`src/rtl/fill_engine.sv`:
```
// fill_engine: fills an inclusive rectangle with one colour by issuing
// row-major pixel writes to a GPU, pacing them with GAP_CYCLES idle cycles.
// Ports:
//   clk, rst                  clock, synchronous active-high reset
//   in_start, in_abort        fill request (IDLE only) / stop fill
//   in_x0/in_y0/in_x1/in_y1   rectangle corners, any order
//   in_color, in_overlay      pixel value and layer select
//   in_write_available        GPU ready for a write
//   out_write + out_px_data, out_column, out_row, out_image_overlay
//                             write strobe and its payload
//   out_busy, out_done        activity flag and completion pulse
module fill_engine #(
    parameter int unsigned GAP_CYCLES = 1
) (
    input  logic       clk,
    input  logic       rst,
    input  logic       in_start,
    input  logic [5:0] in_x0,
    input  logic [5:0] in_y0,
    input  logic [5:0] in_x1,
    input  logic [5:0] in_y1,
    input  logic [7:0] in_color,
    input  logic       in_overlay,
    input  logic       in_abort,
    input  logic       in_write_available,
    output logic       out_write,
    output logic [7:0] out_px_data,
    output logic [5:0] out_column,
    output logic [5:0] out_row,
    output logic       out_image_overlay,
    output logic       out_busy,
    output logic       out_done
);

    typedef enum logic [1:0] {
        S_IDLE,
        S_ISSUE,
        S_GAP,
        S_DONE
    } state_t;

    localparam logic [3:0] GAP_LAST = 4'(GAP_CYCLES - 1);

    state_t     state_q, state_d;
    logic [5:0] xmin_q, xmin_d;
    logic [5:0] xmax_q, xmax_d;
    logic [5:0] ymin_q, ymin_d;
    logic [5:0] ymax_q, ymax_d;
    logic [5:0] col_q, col_d;
    logic [5:0] row_q, row_d;
    logic [7:0] color_q, color_d;
    logic       ovl_q, ovl_d;
    logic       last_q, last_d;
    logic [3:0] gap_q, gap_d;

    always_comb begin
        state_d   = state_q;
        xmin_d    = xmin_q;
        xmax_d    = xmax_q;
        ymin_d    = ymin_q;
        ymax_d    = ymax_q;
        col_d     = col_q;
        row_d     = row_q;
        color_d   = color_q;
        ovl_d     = ovl_q;
        last_d    = last_q;
        gap_d     = gap_q;
        out_write = 1'b0;

        unique case (state_q)
            S_IDLE: begin
                if (in_start) begin
                    xmin_d  = (in_x0 < in_x1) ? in_x0 : in_x1;
                    xmax_d  = (in_x0 < in_x1) ? in_x1 : in_x0;
                    ymin_d  = (in_y0 < in_y1) ? in_y0 : in_y1;
                    ymax_d  = (in_y0 < in_y1) ? in_y1 : in_y0;
                    col_d   = (in_x0 < in_x1) ? in_x0 : in_x1;
                    row_d   = (in_y0 < in_y1) ? in_y0 : in_y1;
                    color_d = in_color;
                    ovl_d   = in_overlay;
                    last_d  = 1'b0;
                    gap_d   = 4'd0;
                    state_d = S_ISSUE;
                end
            end
            S_ISSUE: begin
                if (in_write_available) begin
                    out_write = 1'b1;
                    gap_d     = 4'd0;
                    // The final pixel leaves col/row parked on it, so the
                    // counters never step past xmax/ymax (no 63 wrap).
                    if (col_q == xmax_q) begin
                        if (row_q == ymax_q) begin
                            last_d = 1'b1;
                        end else begin
                            col_d = xmin_q;
                            row_d = row_q + 6'd1;
                        end
                    end else begin
                        col_d = col_q + 6'd1;
                    end
                    state_d = in_abort ? S_DONE : S_GAP;
                end else if (in_abort) begin
                    state_d = S_DONE;
                end
            end
            S_GAP: begin
                if (in_abort) begin
                    state_d = S_DONE;
                end else if (gap_q == GAP_LAST) begin
                    state_d = last_q ? S_DONE : S_ISSUE;
                end else begin
                    gap_d = gap_q + 4'd1;
                end
            end
            S_DONE: begin
                state_d = S_IDLE;
            end
        endcase
    end

    always_ff @(posedge clk) begin
        if (rst) begin
            state_q <= S_IDLE;
            xmin_q  <= '0;
            xmax_q  <= '0;
            ymin_q  <= '0;
            ymax_q  <= '0;
            col_q   <= '0;
            row_q   <= '0;
            color_q <= '0;
            ovl_q   <= 1'b0;
            last_q  <= 1'b0;
            gap_q   <= '0;
        end else begin
            state_q <= state_d;
            xmin_q  <= xmin_d;
            xmax_q  <= xmax_d;
            ymin_q  <= ymin_d;
            ymax_q  <= ymax_d;
            col_q   <= col_d;
            row_q   <= row_d;
            color_q <= color_d;
            ovl_q   <= ovl_d;
            last_q  <= last_d;
            gap_q   <= gap_d;
        end
    end

    assign out_px_data       = color_q;
    assign out_column        = col_q;
    assign out_row           = row_q;
    assign out_image_overlay = ovl_q;
    assign out_busy          = (state_q != S_IDLE);
    assign out_done          = (state_q == S_DONE);

endmodule

```
`config.mk`:
```
export PLATFORM = sky130hd
export DESIGN_NAME = fill_engine
export DESIGN_NICKNAME = d
export VERILOG_FILES = /design/src/rtl/fill_engine.sv
export SDC_FILE = /design/constraint.sdc
export NUM_CORES = 1
export LEC_CHECK = 0
export CORE_MARGIN = 2
export CORE_UTILIZATION = 45
export CTS_BUF_LIST = sky130_fd_sc_hd__clkbuf_4 sky130_fd_sc_hd__clkbuf_8 sky130_fd_sc_hd__clkbuf_16
export DETAILED_ROUTE_END_ITERATION = 7
export GPL_TIMING_DRIVEN = 0
export PLACE_DENSITY = 0.83
export REMOVE_ABC_BUFFERS = 1
export SYNTH_ARGS = -nofsm -noshare
export SYNTH_HDL_FRONTEND = slang
export SYNTH_SLANG_ARGS = --single-unit
```
`constraint.sdc`:
```
create_clock -name clk -period 3.41 [get_ports clk]
set_input_delay 0.682 -clock clk [delete_from_list [all_inputs] [get_ports clk]]
set_output_delay 0.682 -clock clk [all_outputs]
set_load 0.02 [all_outputs]
```
==> implementation parameters, run 1 <==
Parameter                              Value

Yosys
  Xor/xnor cell area share of the yosys netlist ... 6.126%
  EDFF count, synth ... 0
  Top flip-flop cell by instance count after synthesis ... dfxtp_1
  Post-synthesis share of cell area spent on full adders, half adders and majority gates ... under 10%
  Sequential fraction of the synthesis area ... ~34%
  Number of synthesis warnings ... 0
  Proportion of synthesized flip-flops having asynchronous set or reset ... 0%
  Synthesized flop and latch total ... between 40 and 50
  Share of synthesized cell area in and, or, nand and nor gates ... about a fifth
  Complex-gate fraction of the synthesized area ... roughly a fifth
  Main combinational cell family by area after synthesis ... simple AND/OR/NAND/NOR gates
  Avg Cell Area, Syn ... 8.384 um^2
  Number of distinct library cells after synthesis ... between 40 and 50
  Share of synthesized area spent on multiplexers ... 10.23%
  Post-Syn Instances ... 324
  Total standard cell area after synthesis ... between 2000 and 3000 um^2

Critical path
  Dominant cell type by count on the critical path ... a21oi_1
  Largest stage delay, worst path ... roughly 700 ps
  Reg2reg setup slack ... 1180 ps
  Register-to-Register Path Depth ... 6
  Critical setup path kind ... input port to flip-flop
  CP delay by family, top ... compound AO/OA/AOI/OAI gates
  Launch instance of the worst register-to-register path ... state_q[0]$_SDFFE_PP0P_
  Arrival time of the worst setup path ... between 3000 and 4000 ps
  Data required time at the worst endpoint ... 3570 ps
  Capturing point of the worst reg2reg path ... out_column[1]$_SDFFE_PP0P_
  Count of buffering cells on the critical path with inverters included ... 2
  Type of origin of the critical path ... input port
  Slowest stage cell on the critical path ... a221oi_4
  CP cell instances ... clkdlybuf4s50_1 > inv_1 > ha_1 > a21oi_1 > o21ai_0 > a221oi_4 > mux2_2 > a221oi_2 > a21oi_1
  Maximum fanout count along the critical path ... 12
  Endpoint kind of the worst setup timing path ... flip-flop

Timing
  Clock period minus worst slack ... 3111 ps
  Top achievable clock speed ... between 300 and 400 MHz
  Slew Limit Headroom ... approximately 47%
  Maximum clock skew at final layout ... 11.85 ps
  Transition at the pin with the smallest max-transition slack ... between 700 and 800 ps
  Number of pins with negative max-slew slack in the final report ... 0
  Worst hold slack across all endpoints ... roughly 460 ps
  Total setup violations reported at the end of the flow ... 0
  RSZ-0062 raised after global routing ... no
  Hold violation count in the final report ... 0
  Final cycle utilization of the critical path ... approximately 91%

Route
  Iteration-0 DRC count of the detailed router ... between 100 and 150
  DRT Pass-1 Iters ... 4
  Total wire length after detailed routing ... just over 6000 um
  Per-cell routed wire length ... about 14 um
  Via density per instance ... ~5.4
  Number of vias in the routed layout ... 2447
  Post-detailed-route count of antenna-violating nets ... 0
  # DRC ... 0

Global routing
  Number of antenna violations at the first check in global routing ... 0
  GRT overflow ... 0
  First-pass GRT wire length ... 10090 um
  Maximum number of pins on one net before global-route repair ... between 40 and 50
  Vias in the first global route ... about 2300
  Global-route usage over all layers ... 19.27%

CTS
  CTS tree ... yes
  Clk slew on worst S/H paths ... approximately 90 ps
  Clock latency at the later pin of the worst-skew pair ... roughly 300 ps
  TritonCTS Sinks ... 46
  H-tree lvl count ... 2
  Clk root buf ... clkbuf_8
  CTS buffer count ... 5
  Buffers inserted during post-CTS setup optimization ... 0
  Max Buffers Root-to-Sink ... 2
  Cts hold-fix bufs ... 0

Finish
  Finished Layout Cells ... between 400 and 500
  Layout cell share with drive strength beyond 1 ... 6.915%
  Top library cells by usage in the layout, fill and taps aside ... clkdlybuf4s50_1 (60), dfxtp_1 (46), nor2_1 (40), nand2_1 (35), mux2i_1 (21)
  Most common library cell in the layout ignoring fill and taps ... clkdlybuf4s50_1
  Filler instances ... between 500 and 600
  Combined area of the multi-input logic cells ... around 1700 um^2
  Fin nets ... between 400 and 500
  Number of antenna cells inserted ... 0
  Area of all sequential standard cells ... 920.9 um^2
  Layout-stage area growth over the synthesis result ... 27.73%
  Post-Layout Inst Area ... about 3500 um^2
  Final cell utilization of the core ... between 50% and 60%

Placed design
  DP Wirelength ... between 4000 and 5000 um
  Count of input and output buffers ... ~60
  Global placer's final weighted congestion ... approximately 0.77
  Placed standard-cell area ... between 3000 and 4000 um^2
  Cell count after placement ... between 400 and 500

Worst hold path
  Classification of the worst-slack hold path ... flip-flop to flip-flop
  Hold Path Depth ... 2
  Destination of the worst hold path ... out_px_data[5]$_SDFFE_PP0P_
  Start point of the worst min-delay path ... out_px_data[5]$_SDFFE_PP0P_

Floorplanning
  Effective utilization at floorplan ... a little under half
  Overall die width ... 81.70 um
  Std cell rows ... 28
  Area of the die ... 6674 um^2
  Die Y ... ~82 um
  Io pins ... between 60 and 70
  Core ar. ... between 5000 and 6000 um^2

Power and ir drop
  LEAKAGE ... ~1.5 nW
  Power Total ... 0.001549 W
  Total power density per cell area ... ~450 nW/um^2
  Largest vdd supply drop ... around 0.20 mV

Run
  Number of maximum-capacitance violations ... 0

Run status
  Run status ... complete, no violations
Yosys cell counts, types with 9 or more instances:
library cell  number  share of area (%)
dfxtp_1           46                 34
nor2_1            40                5.5
nand2_1           35                4.8
mux2i_1           21                7.7
a21oi_1           19                3.5
a211oi_1          16                4.4
inv_1             15                2.1
ha_1              14                6.4
xor2_1            14                4.5
clkbuf_1          12                1.7
nor3_1             9                1.7
o21ai_0            9                1.7
how the worst max path moves through the flow:
stage / slack, ps / start / to / cells past startpoint
5_1_grt: 80 / in_y1[2] / out_row[5]$_SDFFE_PP0P_ / 9
2_1_floorplan: 520 / in_y1[2] / out_row[5]$_SDFFE_PP0P_ / 8
3_5_place_dp: -330 / in_y1[2] / out_row[5]$_SDFFE_PP0P_ / 9
4_1_cts: 60 / state_q[0]$_SDFFE_PP0P_ / out_write / 3
3_3_place_gp: -310 / in_y1[2] / out_row[5]$_SDFFE_PP0P_ / 9
6_report: 300 / in_y1[2] / out_row[5]$_SDFFE_PP0P_ / 9
report_power, final:
group | internal, W | leakage [nW] | switching [W]
clock network | 0.000235 | 0.0593 | 0.000182
registers | 0.000589 | 0.379 | 0.0000574
logic | 0.000229 | 1.02 | 0.000256
total | 0.00105 | 1.46 | 0.000496
cell type report:
| type | instances | area share (%) |
|---|---|---|
| tap | 75 | 2.705 |
| multi-input combinational | 246 | 48.40 |
| clock buffer | 7 | 2.416 |
| clock inverter | 1 | 0.8655 |
| sequential | 46 | 26.54 |
| inverter | 15 | 1.623 |
| timing repair buffer | 61 | 17.45 |
cell families after synthesis:
kind of cell    count (synthesis)
compound gates                 72
xor+xnor                       19
fa+ha+maj                      14
buf+inv                        32
flops                          46
mux                            27
simple gates                  114
worst register-to-register path: cells and delay by family, from the launching register on:
kind | cells | cell delay (ps)
simple gates | 4 | 1260
compound gates | 2 | 450
flops | 1 | 450
sequential cells by signal, summed over array words and instances (netlist names):
register and cells:
out_px_data 8, out_column 6, out_row 6, xmax_q 6
xmin_q 6, ymax_q 6, gap_q 4, state_q 2
last_q 1, out_image_overlay 1
per-stage QoR:
stage / TNS [ps] / worst slack [ps]
2_1_floorplan: 0 / 523.1
3_3_place_gp: -1165 / -305.7
3_5_place_dp: -2110 / -327.0
4_1_cts: 0 / 61.27
5_1_grt: 0 / 83.61
6_report: 0 / 299.4
routing by layer:
layer	global-route usage [%]	part of all wire (%)
met1	23.69	45
met4	5.667	0.83
met5	0	0
met2	34.67	49
met3	2.967	4.6
timing repair:
item | in CTS | in global routing
resized for setup | 1 | 2
pin swaps | 0 | 0
setup endpoints to repair | 1 | 2
endpoints found under the hold margin | 0 | 0
Power figures use the tool's default switching activity.
==> run 2: changes to the inputs <==
- CAP_MARGIN: default -> 10
- CORE_MARGIN: 2 -> 4
==> run 2 against run 1 <==
Total power hardly changed. Maximum frequency down 0.65%. Core utilization is 0.13 points higher. Non-clock buffer count rose by 1. Global-route usage is 1.7 points lower. Sequential share of layout area fell by 0.057 points. Clock-buffer cell count shrank 1. Die area grew 10%. Combinational power grew 0.8%. Register-to-register slack got worse by 60 ps. Clock power shrank 1%. Wire length increased by 4.1%. Largest power group unchanged.
==> implementation parameters, run 2 (synthesis gave the netlist of run 1 again) <==
Parameter                              Value

Timing
  Min setup slack post-route ... 279.2 ps (-20.19 ps)
  Clock period minus worst slack ... 3131 ps (+20.19 ps)
  Maximum clock skew at final layout ... 11.75 ps (-0.09600 ps)
  Hold violation count in the final report ... 0 (unchanged)
  Final cycle utilization of the critical path ... 91.81% (+0.59 points)
  RSZ-0062 raised after global routing ... no
  Slew Limit Headroom ... 47.81% (+0.66 points)
  Top achievable clock speed ... 319.4 MHz (-0.65%)
  Total setup violations reported at the end of the flow ... 0 (unchanged)
  Number of pins with negative max-slew slack in the final report ... 0 (unchanged)
  Transition at the pin with the smallest max-transition slack ... 782.9 ps (-9.863 ps)

Worst hold path
  Classification of the worst-slack hold path ... flip-flop to flip-flop

Critical path
  Arrival time of the worst setup path ... 3290 ps (+20 ps)
  Largest stage delay, worst path ... 720 ps (+20 ps)
  Maximum fanout count along the critical path ... 12 (unchanged)
  Data required time at the worst endpoint ... 3570 ps (about the same)
  Critical setup path kind ... input port to flip-flop
  Endpoint kind of the worst setup timing path ... flip-flop
  Type of origin of the critical path ... input port
  CP delay by family, top ... compound AO/OA/AOI/OAI gates
  CP cell instances ... clkdlybuf4s50_1 > inv_1 > ha_1 > a21oi_1 > o21ai_0 > a221oi_4 > mux2_2 > a221oi_2 > a21oi_1
  Slowest stage cell on the critical path ... a221oi_4
  Dominant cell type by count on the critical path ... a21oi_1
  Count of buffering cells on the critical path with inverters included ... 2 (unchanged)

CTS
  Clk root buf ... clkbuf_8
  CTS tree ... yes
  Clock latency at the later pin of the worst-skew pair ... 300 ps (about the same)
  Cts hold-fix bufs ... 0 (unchanged)
  Max Buffers Root-to-Sink ... 2 (unchanged)
  TritonCTS Sinks ... 46 (unchanged)
  CTS buffer count ... 5 (unchanged)
  Clk slew on worst S/H paths ... 90 ps (about the same)
  H-tree lvl count ... 2 (unchanged)

Floorplanning
  Effective utilization at floorplan ... 46.15% (unchanged)
  Area of the die ... 7344 um^2 (+10%)
  Core ar. ... 5886 um^2 (unchanged)
  Die Y ... 85.70 um (+4.9%)
  Overall die width ... 85.70 um (+4.9%)
  Std cell rows ... 28 (unchanged)
  Io pins ... 62 (unchanged)

Power and ir drop
  Internal ... 0.001054 W (+0.11%)
  Switch share ... 31.99% (about the same)
  Proportion of power drawn by flip-flops and latches ... 41.8% (about the same)
  Power share of the clock group ... 26.6% (-0.4 points)
  Fraction of power consumed by combinational cells ... 31.5% (+0.2 points)
  LEAKAGE ... 1.461 nW (+0.24%)
  Total power density per cell area ... 445.8 nW/um^2 (-0.14%)
  P_sw ... 0.0004958 W (about the same)
  Largest vdd supply drop ... 0.2385 mV (+19%)

Finish
  Flip-flop count of the largest register after layout ... 8 (unchanged)
  Filler instances ... 550 (+0.73%)
  Number of antenna cells inserted ... 0 (unchanged)
  Post-Layout Inst Area ... 3477 um^2 (+0.22%)
  Top library cells by usage in the layout, fill and taps aside ... clkdlybuf4s50_1 (60), dfxtp_1 (46), nor2_1 (40), nand2_1 (35), mux2i_1 (21)
  Layout cell share with drive strength beyond 1 ... 6.649% (-0.27 points)
  Fin nets ... 428 (+0.23%)
  Layout-stage area growth over the synthesis result ... 28.01%
  Most common library cell in the layout ignoring fill and taps ... clkdlybuf4s50_1

Route
  Iteration-0 DRC count of the detailed router ... 152 (+13%)
  WL met2 ... 3049 um (+0.53%)
  Per-cell routed wire length ... 14.20 um (+4.1%)
  Total wire length after detailed routing ... 6403 um (+4.1%)
  Via density per instance ... 5.510 (+1.6%)
  # DRC ... 0 (unchanged)
  Highest metal layer with signal wires ... met4
  Number of vias in the routed layout ... 2485 (+1.6%)
  Detailed-route wire length on metal 1 ... 2895 um (+4.1%)
  Amount of wire on met3 after detailed routing ... 356 um (+26%)
  Post-detailed-route count of antenna-violating nets ... 0 (unchanged)
  DRT Pass-1 Iters ... 4 (unchanged)

Placed design
  Global placer's final weighted congestion ... 0.7455 (-2.7%)
  Worst Setup Slack post-DPL ... -335.2 ps (-8.212 ps)
  Placed standard-cell area ... 3342 um^2 (+0.34%)
  Count of input and output buffers ... 61 (unchanged)
  DP Wirelength ... 4637 um (+5.6%)

Global routing
  Global-route usage over all layers ... 17.59% (-1.7 points)
  Vias in the first global route ... 2360 (+2.3%)
  First-pass GRT wire length ... 10650 um (+5.6%)
  Maximum number of pins on one net before global-route repair ... 44 (unchanged)
  Number of antenna violations at the first check in global routing ... 0 (unchanged)
  GRT overflow ... 0 (unchanged)

Run status
  Run status ... complete, no violations

Run
  Number of maximum-capacitance violations ... 0 (unchanged)
run 2: changes by cell type in the layout (fill, tap and decap cells not counted):
cell	previous run	this run
nor2b_2	1	0
clkbuf_4	2	0
buf_6	0	1
clkbuf_8	5	6
nor2b_1	3	4
run 2: worst paths after layout:
| path | cells after the start | from | slack [ps] | to |
|---|---|---|---|---|
| setup / recovery | 9 | in_y1[2] | 280 | out_row[5]$_SDFFE_PP0P_ |
| hold / removal | 2 | out_px_data[2]$_SDFFE_PP0P_ | 460 | out_px_data[2]$_SDFFE_PP0P_ |
| setup reg to reg | 6 | state_q[0]$_SDFFE_PP0P_ | 1120 | out_column[2]$_SDFFE_PP0P_ |
| hold reg to reg | 2 | out_px_data[2]$_SDFFE_PP0P_ | 460 | out_px_data[2]$_SDFFE_PP0P_ |
run 2: final cells by class:
cell class | instances | area, um^2 | area share [%]
Inverter | 15 | 56.30 | 1.619
Clock inverter | 1 | 30.03 | 0.8636
Clock buffer | 6 | 82.58 | 2.375
Multi-Input combinational cell | 246 | 1677 | 48.22
Sequential cell | 46 | 920.9 | 26.48
Timing Repair Buffer | 62 | 616.8 | 17.74
Tap cell | 75 | 93.84 | 2.699
run 2: power groups by stage:
stage          combinational (W)  sequential, W  clock (W)
3_3_place_gp            0.000469       0.000656          0
5_1_grt                 0.000538       0.000657   0.000439
2_1_floorplan           0.000274       0.000677          0
3_5_place_dp            0.000483       0.000660          0
6_report                0.000489       0.000648   0.000413
4_1_cts                 0.000490       0.000647   0.000423
run 2: through the flow:
step                      TNS (ps)  utilization [%]  hold slack, ps  instances  total power [W]
final                            0            59.08           458.7        451         0.001550
after global routing             0            59.08           477.7        451         0.001634
after CTS                        0            58.89           462.1        451         0.001561
after detailed placement     -2171            56.78           450.5        444         0.001142
after global placement       -1369            56.65           442.9        443         0.001125
after floorplan                  0                -           472.3        307        0.0009511
run 2: worst reg2reg max path: stages, from the launching register on:
cell and delay, ps:
dfxtp_1 450, nand2b_1 380, nor4_1 510, nand2_1 140
o21a_1 340, o21ai_0 270, a31oi_1 70
run 2: what timing repair did:
| item | in CTS | in global routing |
|---|---|---|
| cloned | 0 | 0 |
| pin swaps | 0 | 0 |
| setup buffers | 0 | 0 |
| endpoints found under the setup margin | 1 | 2 |
| gates resized for setup | 1 | 1 |
run 2: layer usage:
metal  global-route usage, %  vias up
met5                       0        -
met4                   4.892        0
met3                   3.650       15
met2                   29.80       69
met1                   22.63     1158
li1                        -     1243
